**src/rtl/cpu_pkg.sv**
```systemverilog
// cpu_pkg: shared opcode constants, sequencer state encoding and opcode-class
// helpers for the 8-bit CPU instruction sequencer.
package cpu_pkg;

    localparam logic [7:0] OP_LOADI = 8'd0;
    localparam logic [7:0] OP_MOV   = 8'd1;
    localparam logic [7:0] OP_ADD   = 8'd2;
    localparam logic [7:0] OP_SUB   = 8'd3;
    localparam logic [7:0] OP_AND   = 8'd4;
    localparam logic [7:0] OP_OR    = 8'd5;
    localparam logic [7:0] OP_J     = 8'd6;
    localparam logic [7:0] OP_BEQ   = 8'd7;
    localparam logic [7:0] OP_LWD   = 8'd8;
    localparam logic [7:0] OP_LWI   = 8'd9;
    localparam logic [7:0] OP_SWD   = 8'd10;
    localparam logic [7:0] OP_SWI   = 8'd11;

    typedef enum logic [1:0] {
        S_FETCH = 2'd0,
        S_EXEC  = 2'd1,
        S_MEM   = 2'd2,
        S_HALT  = 2'd3
    } seq_state_e;

    // Single-cycle register-writing ops (loadi .. or)
    function automatic logic is_alu_op(input logic [7:0] op);
        return op <= OP_OR;
    endfunction

    function automatic logic is_branch_op(input logic [7:0] op);
        return (op == OP_J) || (op == OP_BEQ);
    endfunction

    function automatic logic is_mem_op(input logic [7:0] op);
        return (op >= OP_LWD) && (op <= OP_SWI);
    endfunction

    function automatic logic is_load_op(input logic [7:0] op);
        return (op == OP_LWD) || (op == OP_LWI);
    endfunction

endpackage

```
**src/rtl/seq_next_pc.sv**
```systemverilog
// seq_next_pc: combinational next-PC generator.
//   pc_i       current PC
//   offset_i   signed 8-bit word offset from INSTRUCTION[23:16]
//   take_i     1 selects the branch target, 0 selects PC+4
//   next_pc_o  selected next PC (modulo 2^PC_W)
// PC_W must be at least 10 so the shifted offset fits.
module seq_next_pc #(
    parameter int PC_W = 32
) (
    input  logic [PC_W-1:0] pc_i,
    input  logic [7:0]      offset_i,
    input  logic            take_i,
    output logic [PC_W-1:0] next_pc_o
);

    logic [PC_W-1:0] pc_plus4;
    logic [PC_W-1:0] branch_off;

    assign pc_plus4   = pc_i + PC_W'(4);
    // Sign-extend the word offset and convert to a byte offset
    assign branch_off = {{(PC_W-10){offset_i[7]}}, offset_i, 2'b00};
    assign next_pc_o  = take_i ? (pc_plus4 + branch_off) : pc_plus4;

endmodule

```
**src/rtl/cpu_sequencer.sv**
```systemverilog
// cpu_sequencer: multi-cycle fetch / execute / data-memory sequencer for the
// 8-bit CPU. Owns the PC, latches the instruction word and generates memory
// requests plus the register-file write and retire strobes.
// Ports:
//   CLK, RESET            clock, synchronous active-high reset
//   INSTR_READDATA        instruction memory read data
//   INSTR_BUSYWAIT        instruction memory stall (honoured in S_FETCH only)
//   MEM_BUSYWAIT          data memory stall (honoured in S_MEM only)
//   ZERO                  ALU zero flag, used by beq in S_EXEC
//   INSTR_READ            fetch request (registered)
//   PC                    current PC
//   INSTRUCTION           latched instruction word
//   MEM_READ / MEM_WRITE  data memory requests (registered, mutually exclusive)
//   REG_WRITE, RETIRE     one-cycle strobes
//   ILLEGAL               sticky undefined-opcode flag
//   RETIRED_CNT, STALL_CNT performance counters
// Build option: define SEQ_PERF_CNT_EN to implement the performance counters;
// when undefined both counter outputs are tied to zero.
module cpu_sequencer
    import cpu_pkg::*;
#(
    parameter int              PC_W         = 32,
    parameter logic [PC_W-1:0] RESET_PC     = '0,
    parameter bit              ILLEGAL_HALT = 1'b0
) (
    input  logic            CLK,
    input  logic            RESET,
    input  logic [31:0]     INSTR_READDATA,
    input  logic            INSTR_BUSYWAIT,
    input  logic            MEM_BUSYWAIT,
    input  logic            ZERO,
    output logic            INSTR_READ,
    output logic [PC_W-1:0] PC,
    output logic [31:0]     INSTRUCTION,
    output logic            MEM_READ,
    output logic            MEM_WRITE,
    output logic            REG_WRITE,
    output logic            RETIRE,
    output logic            ILLEGAL,
    output logic [31:0]     RETIRED_CNT,
    output logic [31:0]     STALL_CNT
);

    seq_state_e      state_q;
    logic [PC_W-1:0] pc_q;
    logic [31:0]     instr_q;
    logic            illegal_q;
    logic            instr_read_q;
    logic            mem_read_q;
    logic            mem_write_q;

    logic [7:0]      opcode;
    logic            take_branch;
    logic [PC_W-1:0] pc_next;
    logic            reg_write_c;
    logic            retire_c;

    assign opcode      = instr_q[31:24];
    assign take_branch = (opcode == OP_J) || ((opcode == OP_BEQ) && ZERO);

    seq_next_pc #(.PC_W(PC_W)) u_next_pc (
        .pc_i      (pc_q),
        .offset_i  (instr_q[23:16]),
        .take_i    (take_branch),
        .next_pc_o (pc_next)
    );

    // Control FSM; the request outputs are registered alongside the state
    always_ff @(posedge CLK) begin
        if (RESET) begin
            state_q      <= S_FETCH;
            pc_q         <= RESET_PC;
            instr_q      <= '0;
            illegal_q    <= 1'b0;
            instr_read_q <= 1'b1;
            mem_read_q   <= 1'b0;
            mem_write_q  <= 1'b0;
        end else begin
            case (state_q)
                S_FETCH: begin
                    if (!INSTR_BUSYWAIT) begin
                        instr_q      <= INSTR_READDATA;
                        instr_read_q <= 1'b0;
                        state_q      <= S_EXEC;
                    end
                end
                S_EXEC: begin
                    if (is_mem_op(opcode)) begin
                        mem_read_q  <= is_load_op(opcode);
                        mem_write_q <= ~is_load_op(opcode);
                        state_q     <= S_MEM;
                    end else if (!is_alu_op(opcode) && !is_branch_op(opcode) && ILLEGAL_HALT) begin
                        illegal_q <= 1'b1;
                        state_q   <= S_HALT;
                    end else begin
                        if (!is_alu_op(opcode) && !is_branch_op(opcode)) begin
                            illegal_q <= 1'b1;
                        end
                        pc_q         <= pc_next;
                        instr_read_q <= 1'b1;
                        state_q      <= S_FETCH;
                    end
                end
                S_MEM: begin
                    if (!MEM_BUSYWAIT) begin
                        pc_q         <= pc_next;
                        mem_read_q   <= 1'b0;
                        mem_write_q  <= 1'b0;
                        instr_read_q <= 1'b1;
                        state_q      <= S_FETCH;
                    end
                end
                default: begin
                    // S_HALT: frozen until reset
                end
            endcase
        end
    end

    // Strobes must react to MEM_BUSYWAIT in the same cycle, so they are decoded
    // from the registered state rather than registered themselves.
    always_comb begin
        reg_write_c = 1'b0;
        retire_c    = 1'b0;
        case (state_q)
            S_EXEC: begin
                if (is_alu_op(opcode)) begin
                    reg_write_c = 1'b1;
                    retire_c    = 1'b1;
                end else if (is_branch_op(opcode)) begin
                    retire_c = 1'b1;
                end else if (!is_mem_op(opcode) && !ILLEGAL_HALT) begin
                    retire_c = 1'b1;
                end
            end
            S_MEM: begin
                if (!MEM_BUSYWAIT) begin
                    reg_write_c = is_load_op(opcode);
                    retire_c    = 1'b1;
                end
            end
            default: begin
            end
        endcase
    end

    // Reset overrides any strobe that would otherwise fire in the reset cycle
    assign REG_WRITE   = reg_write_c & ~RESET;
    assign RETIRE      = retire_c & ~RESET;
    assign INSTR_READ  = instr_read_q;
    assign MEM_READ    = mem_read_q;
    assign MEM_WRITE   = mem_write_q;
    assign PC          = pc_q;
    assign INSTRUCTION = instr_q;
    assign ILLEGAL     = illegal_q;

`ifdef SEQ_PERF_CNT_EN
    logic [31:0] retired_cnt_q;
    logic [31:0] stall_cnt_q;
    logic        stall_c;

    assign stall_c = ((state_q == S_FETCH) && INSTR_BUSYWAIT) ||
                     ((state_q == S_MEM) && MEM_BUSYWAIT);

    always_ff @(posedge CLK) begin
        if (RESET) begin
            retired_cnt_q <= '0;
            stall_cnt_q   <= '0;
        end else begin
            if (retire_c) begin
                retired_cnt_q <= retired_cnt_q + 32'd1;
            end
            if (stall_c) begin
                stall_cnt_q <= stall_cnt_q + 32'd1;
            end
        end
    end

    assign RETIRED_CNT = retired_cnt_q;
    assign STALL_CNT   = stall_cnt_q;
`else
    assign RETIRED_CNT = '0;
    assign STALL_CNT   = '0;
`endif

endmodule

```
**config.mk**
```make
export PLATFORM = sky130hd
export DESIGN_NAME = cpu_sequencer
export DESIGN_NICKNAME = d
export VERILOG_FILES = /design/src/rtl/cpu_pkg.sv /design/src/rtl/seq_next_pc.sv /design/src/rtl/cpu_sequencer.sv
export SDC_FILE = /design/constraint.sdc
export NUM_CORES = 1
export LEC_CHECK = 0
export BUFFER_PORTS_ARGS = -buffer_cell sky130_fd_sc_hd__buf_4
export CAP_MARGIN = 25
export CORE_UTILIZATION = 45
export CTS_CLUSTER_SIZE = 24
export DETAILED_ROUTE_END_ITERATION = 16
export HOLD_SLACK_MARGIN = 0.1
export PLACE_DENSITY = 0.71
export SLEW_MARGIN = 20
export SYNTH_ARGS = -nofsm -noshare
export SYNTH_HDL_FRONTEND = slang
export SYNTH_HIERARCHICAL = 1
export SYNTH_SLANG_ARGS = --single-unit
```
**constraint.sdc**
```tcl
create_clock -name CLK -period 4.2 [get_ports CLK]
set_input_delay 0.21 -clock CLK [delete_from_list [all_inputs] [get_ports CLK]]
set_output_delay 0.21 -clock CLK [all_outputs]
set_load 0.02 [all_outputs]
```
After elaboration in Yosys (flattened, before gate mapping)
Index checks and enable logic that the tools add are counted.
Operators by class
  add/sub/neg operators: 2
  equality and inequality tests: 10
  $lt $le $gt $ge: 3
  multiplexer cells: 25
  reductions and logical operators: 17
  bitwise gates (word level): 6
Operators with widths (number)
  $mux W32: 3
  $pmux W32 S2: 1
  $add A32 B3 Y32 const B: 1
  $add A32 B32 Y32: 1
  $eq A8 B3 Y1 const B: 2
  $eq A8 B4 Y1 const B: 2
  $mux W1: 12
  $reduce_and A3 Y1: 4
  $ge A8 B4 Y1 const B: 1
  $le A8 B3 Y1 const B: 1
  $le A8 B4 Y1 const B: 1
  $ne A2 B2 Y1 const B: 4
  $pmux W1 S2: 4
  $mux W2: 3
  $pmux W2 S3: 1
  $not A1 Y1: 4
  $reduce_and A4 Y1: 1
  $logic_and A1 B1 Y1: 3
  $logic_or A1 B1 Y1: 3
  $pmux W1 S3: 1
  $reduce_bool A3 Y1: 1
  $and A1 B1 Y1: 2
  $eq A2 B1 Y1 const B: 1
  $eq A2 B2 Y1 const B: 1
  other kinds (4): 5
Storage, ports and cells
  bits of input ports: 37
  logic and storage cells: 70
  flip-flop bits (word level): 70
  output and inout port bits: 134

Depth between registers and ports, before layout
  depth after elaboration: 7
  mapped depth: 18
  depth with buffers taken out: 17

Cells and area by module
Netlist, hierarchy kept.
By module, submodules not included
  cpu_sequencer: sequential area each 1401.3 um^2, area each 3552.2 um^2, cells an instance 404, instances 1
  seq_next_pc: sequential area each 0.0 um^2, area each 2509.9 um^2, cells an instance 375, instances 1

Least setup slack after synthesis
OpenSTA, ideal clock, no wires.
  path kind: register -> register
  start point: register pc_q[10], in the netlist PC[10]
  end point: register pc_q[27], in the netlist PC[27]
  slack: 0.387 ns
  setup time: 0.130 ns
  cell stages (with the launch flop): 17
  data required time: 4.070 ns
  path buffers: 1
  arrival: 3.684 ns
  path through: dfxtp_1 > nand3_1 > or3_1 > or3_1 > nor2_1 > xor2_1 > ha_1 > buf_2 > a221oi_1 > nand3_1 > o21ai_0 > a21o_1 > a31oi_1 > or3_1 > a31o_1 > nand2b_1 > mux2i_1
Between the ends
  cells in the longest elaborated chain, start to end: 5
  elaborated cells on any way between the ends: 6
Ends and longest elaborated chain
  start, declared: line cpu_sequencer.sv:45  | logic [PC_W-1:0] pc_q;
  start signal, assigned: line cpu_sequencer.sv:99  | pc_q <= pc_next;
  start signal, assigned: line cpu_sequencer.sv:106  | pc_q <= pc_next;
  $add A32 B3 Y32 (*): line seq_next_pc.sv:19  | assign pc_plus4 = pc_i + PC_W'(4);
  $add A32 B32 Y32: line seq_next_pc.sv:22  | assign next_pc_o = take_i ? (pc_plus4 + branch_off) : pc_plus4;
  $mux W32 (*): line seq_next_pc.sv:22
  net pc_next[27]: line cpu_sequencer.sv:54  | logic [PC_W-1:0] pc_next;
  $mux W32, on equally long branches: line cpu_sequencer.sv:105, cpu_sequencer.sv:88
  $pmux W32 S2 (*): line cpu_sequencer.sv:79  | case (state_q)
Mark *: on every way through the listed nets, which the timed path passes. The rest lies on a longest branch. The select of a mux whose other input is x is not followed.
A chain may end at the register's enable or synchronous reset.

Worst setup path after layout
  start point: register pc_q[12], in the netlist PC[12]
  end point: register pc_q[27], in the netlist PC[27]
Same word-level chain as after synthesis.

==> results.toml <==
[placement]
portBuffers = 106
dp_cells = 1039
hpwl_mm = 10.3
routabilityCongestion = 0.899

[setup_path]
arrival_ns = 4.16
timing.rr.start = "PC[12]$_SDFFE_PP0P_"
end_kind = "flop"
required_ns = 4.41
worstSetupStartpoint = "PC[12]$_SDFFE_PP0P_"
startpoint_type = "flop"
critical_path_class = "reg -> reg"
worstPathMaxFanout = 8
rrSetupSlack_ns = 0.25

[route]
top_layer_used = "met4"
first_pass_iters = 5
dr.first_iter.drc_count = 228
wl_per_cell_um = 13.4
wl_met1_mm = 6.64
antenna_left = 0
met2WireLength_mm = 6.66
wirelength_mm = 14.5
vias_per_cell = 5.03
vias = 5410
met3RoutedLength_um = 905
drc = 0

[synth]
synth_sequential_area_ratio_pct = 23.1
avgSynthCellArea_um2 = 7.78
synth_area_um2 = 6060
ys_ff_latch = 70
synth_ff_type = "dfxtp_1"
yosys-top-cells-count = "nand2_1 (92), a21oi_1 (82), nand2b_1 (73)"
synth_cell_type_count = 67
synth_area_leaders = "dfxtp_1 (23%), ha_1 (8.5%), buf_4 (8.2%)"
netlist_instances = 779
synth_edf_count = 0
synth_area_leader_cell = "dfxtp_1"
async_flop_share_pct = 0
yosysTopAreaCellShare_pct = 23.1
yosysWarnings = 6
synth_most_common_cell = "nand2_1"

[timing]
clock_skew_ns = 0.00906
tightest_slew_ns = 0.848
finalSetupViolCount = 0
fin_crit_sh_pct = 94.0
relSlewSlack_pct = 43.5
tns_ns = 0
min_period_ns = 3.95
rsz0062_at_grt = "no"
fmax_mhz = 253
final_hold_viol_count = 0
drv_slew = 0

[floorplan]
die_area_um2 = 13900
rows = 42
die_h_um = 118
start_util_pct = 46.0
core_area_um2 = 13200
io_pins = 171
die_w_um = 118

[clocking]
h-tree-depth = 3
clockRootBuffer = "clkbuf_16"
clock_latency_ns = 0.35
cts.sinks = 70
clk_pin_slew_ns = 0.06
cts-buffers-inserted = 9
cts_buffer_depth = 2
cts_tree = "done"

[global_routing]
grt_max_degree = 107
grt_pass1_wl_mm = 24.4
grt_pass1_vias = 5158
antenna_found_initial = 0
overflow = 0
grtUsageTotal_pct = 21.3

[power]
power_density_nw_per_um2 = 265
pwr-share-clk_pct = 40.8
intPower_mw = 1.32
comb_power_share_pct = 21.7
ir_drop_v = 0.000305
p_sw_mw = 0.600
p_leak_nw = 3.34
power_frac_seq_pct = 37.4
switching_share_pct = 31.2

[flow_run]
drv_cap = 0

[worst_hold_path]
holdCritStartpoint = "INSTR_READDATA[1]"
hold_class = "in -> reg"

[finish]
fillCellCount = 1255
instances_no_fill = 1076
drive_above_1_share_pct = 17.3
antennaDiodeCount = 0
fin_nets = 974
areaGrowthSynthToFinish_pct = 20.0

[run_status]
run_status = "finished clean"
## per-stage QoR
step / power [mW] / setup slack (ns) / util [%] / hold slack (ns) / instance area [µm²]
floorplan: 1.07 / 0.387 / - / 0.346 / 6300
global placement: 1.13 / 0.324 / 51.2 / 0.435 / 6750
detailed placement: 1.14 / 0.208 / 51.2 / 0.446 / 6750
CTS: 1.94 / 0.162 / 55.0 / 0.100 / 7260
global route: 2.02 / 0.000757 / 55.1 / 0.110 / 7270
finish: 1.92 / 0.252 / 55.1 / 0.114 / 7270
## power by group through the flow
stage,logic (mW),registers (mW),clock network (mW)
after floorplan,0.303,0.765,0
after global placement,0.396,0.733,0
after detailed placement,0.401,0.735,0
after CTS,0.418,0.720,0.806
after global routing,0.457,0.725,0.833
final,0.418,0.720,0.786
## timing repair
item / 4_1_cts / 5_1_grt
hold buffers: 21 / 0
buffers inserted: 0 / 0
resized for setup: 0 / 5
endpoints found under the hold margin: 21 / 0
endpoints found under the setup margin: 0 / 2
## layer usage
layer	track usage (%)	vias to the layer above
met5	0	-
met4	8.09	0
met3	5.38	19
met2	34.9	156
met1	26.8	2474
li1	-	2761
## kinds of logic (layout without fill, tap and decap cells)
family | count (synthesis) | count (layout) | synth area share, %
compound gates | 165 | 165 | 17.4
xor+xnor | 53 | 53 | 7.66
fa+ha+maj | 42 | 42 | 8.79
buf+inv | 118 | 176 | 12.4
flops | 70 | 70 | 23.1
mux | 34 | 34 | 5.66
other cells | 1 | 64 | 0.0619
simple gates | 296 | 296 | 24.9
## placed cells by master, fill, tap and decap left out, types with 2 or more instances in the layout
master           n
conb_1          64
o211ai_1         2
dfxtp_1         70
or3_1            8
nand3b_1         3
a31o_1           2
nand4_1         10
clkbuf_16        9
nand2b_1        73
o21ai_2          2
o21a_1           3
dlygate4sd3_1   21
buf_4          119
xnor2_1         26
and4_1           3
a21oi_1         82
mux2i_1         32
nor2_1          51
nor2b_1          5
clkinvlp_4       3
o21bai_1         4
a21o_1          17
nand3_1         20
inv_6            2
nand2_1         92
and2_1           6
a21boi_0         2
ha_1            40
xor2_1          27
and3_1           4
a2111oi_4        2
inv_1           20
nor3_1          10
mux2_2           2
o21ai_0         19
a211oi_1         7
o21ai_1          4
## final cells by class
cell class / instances / area (µm²) / area share (%)
Inverter: 20 / 75.1 / 1.03
Multi-Input combinational cell: 654 / 4170 / 57.4
Tap cell: 176 / 220 / 3.03
Timing Repair Buffer: 140 / 1100 / 15.2
Sequential cell: 70 / 1400 / 19.3
Clock buffer: 10 / 229 / 3.15
Clock inverter: 6 / 70.1 / 0.963
## path summary, 6_finish.rpt
kind / to / depth (start not counted)
min: INSTRUCTION[1]$_SDFFE_PP0P_ / 3
max: PC[27]$_SDFFE_PP0P_ / 15
min reg2reg: ILLEGAL$_SDFFE_PP0P_ / 2
max reg2reg: PC[27]$_SDFFE_PP0P_ / 15
## state kept, by name, indices dropped and copies added (netlist names)
register and count:
INSTR_READ 1, PC 32, INSTRUCTION 32, MEM_READ 1
MEM_WRITE 1, ILLEGAL 1, state_q 2
## critical path: stages (launching register included)
cell and delay (ns):
dfxtp_1 0.39, nand3_1 0.12, or3_1 0.43, or3_1 0.49
nor2_1 0.15, xor2_1 0.10, ha_2 0.43, nand2_1 0.08
or3_1 0.39, or3_1 0.36, a21o_1 0.21, a31oi_1 0.20
o21ai_0 0.10, a31o_1 0.21, nand2b_1 0.06, mux2i_1 0.06
(Power assumes the default switching activity.)
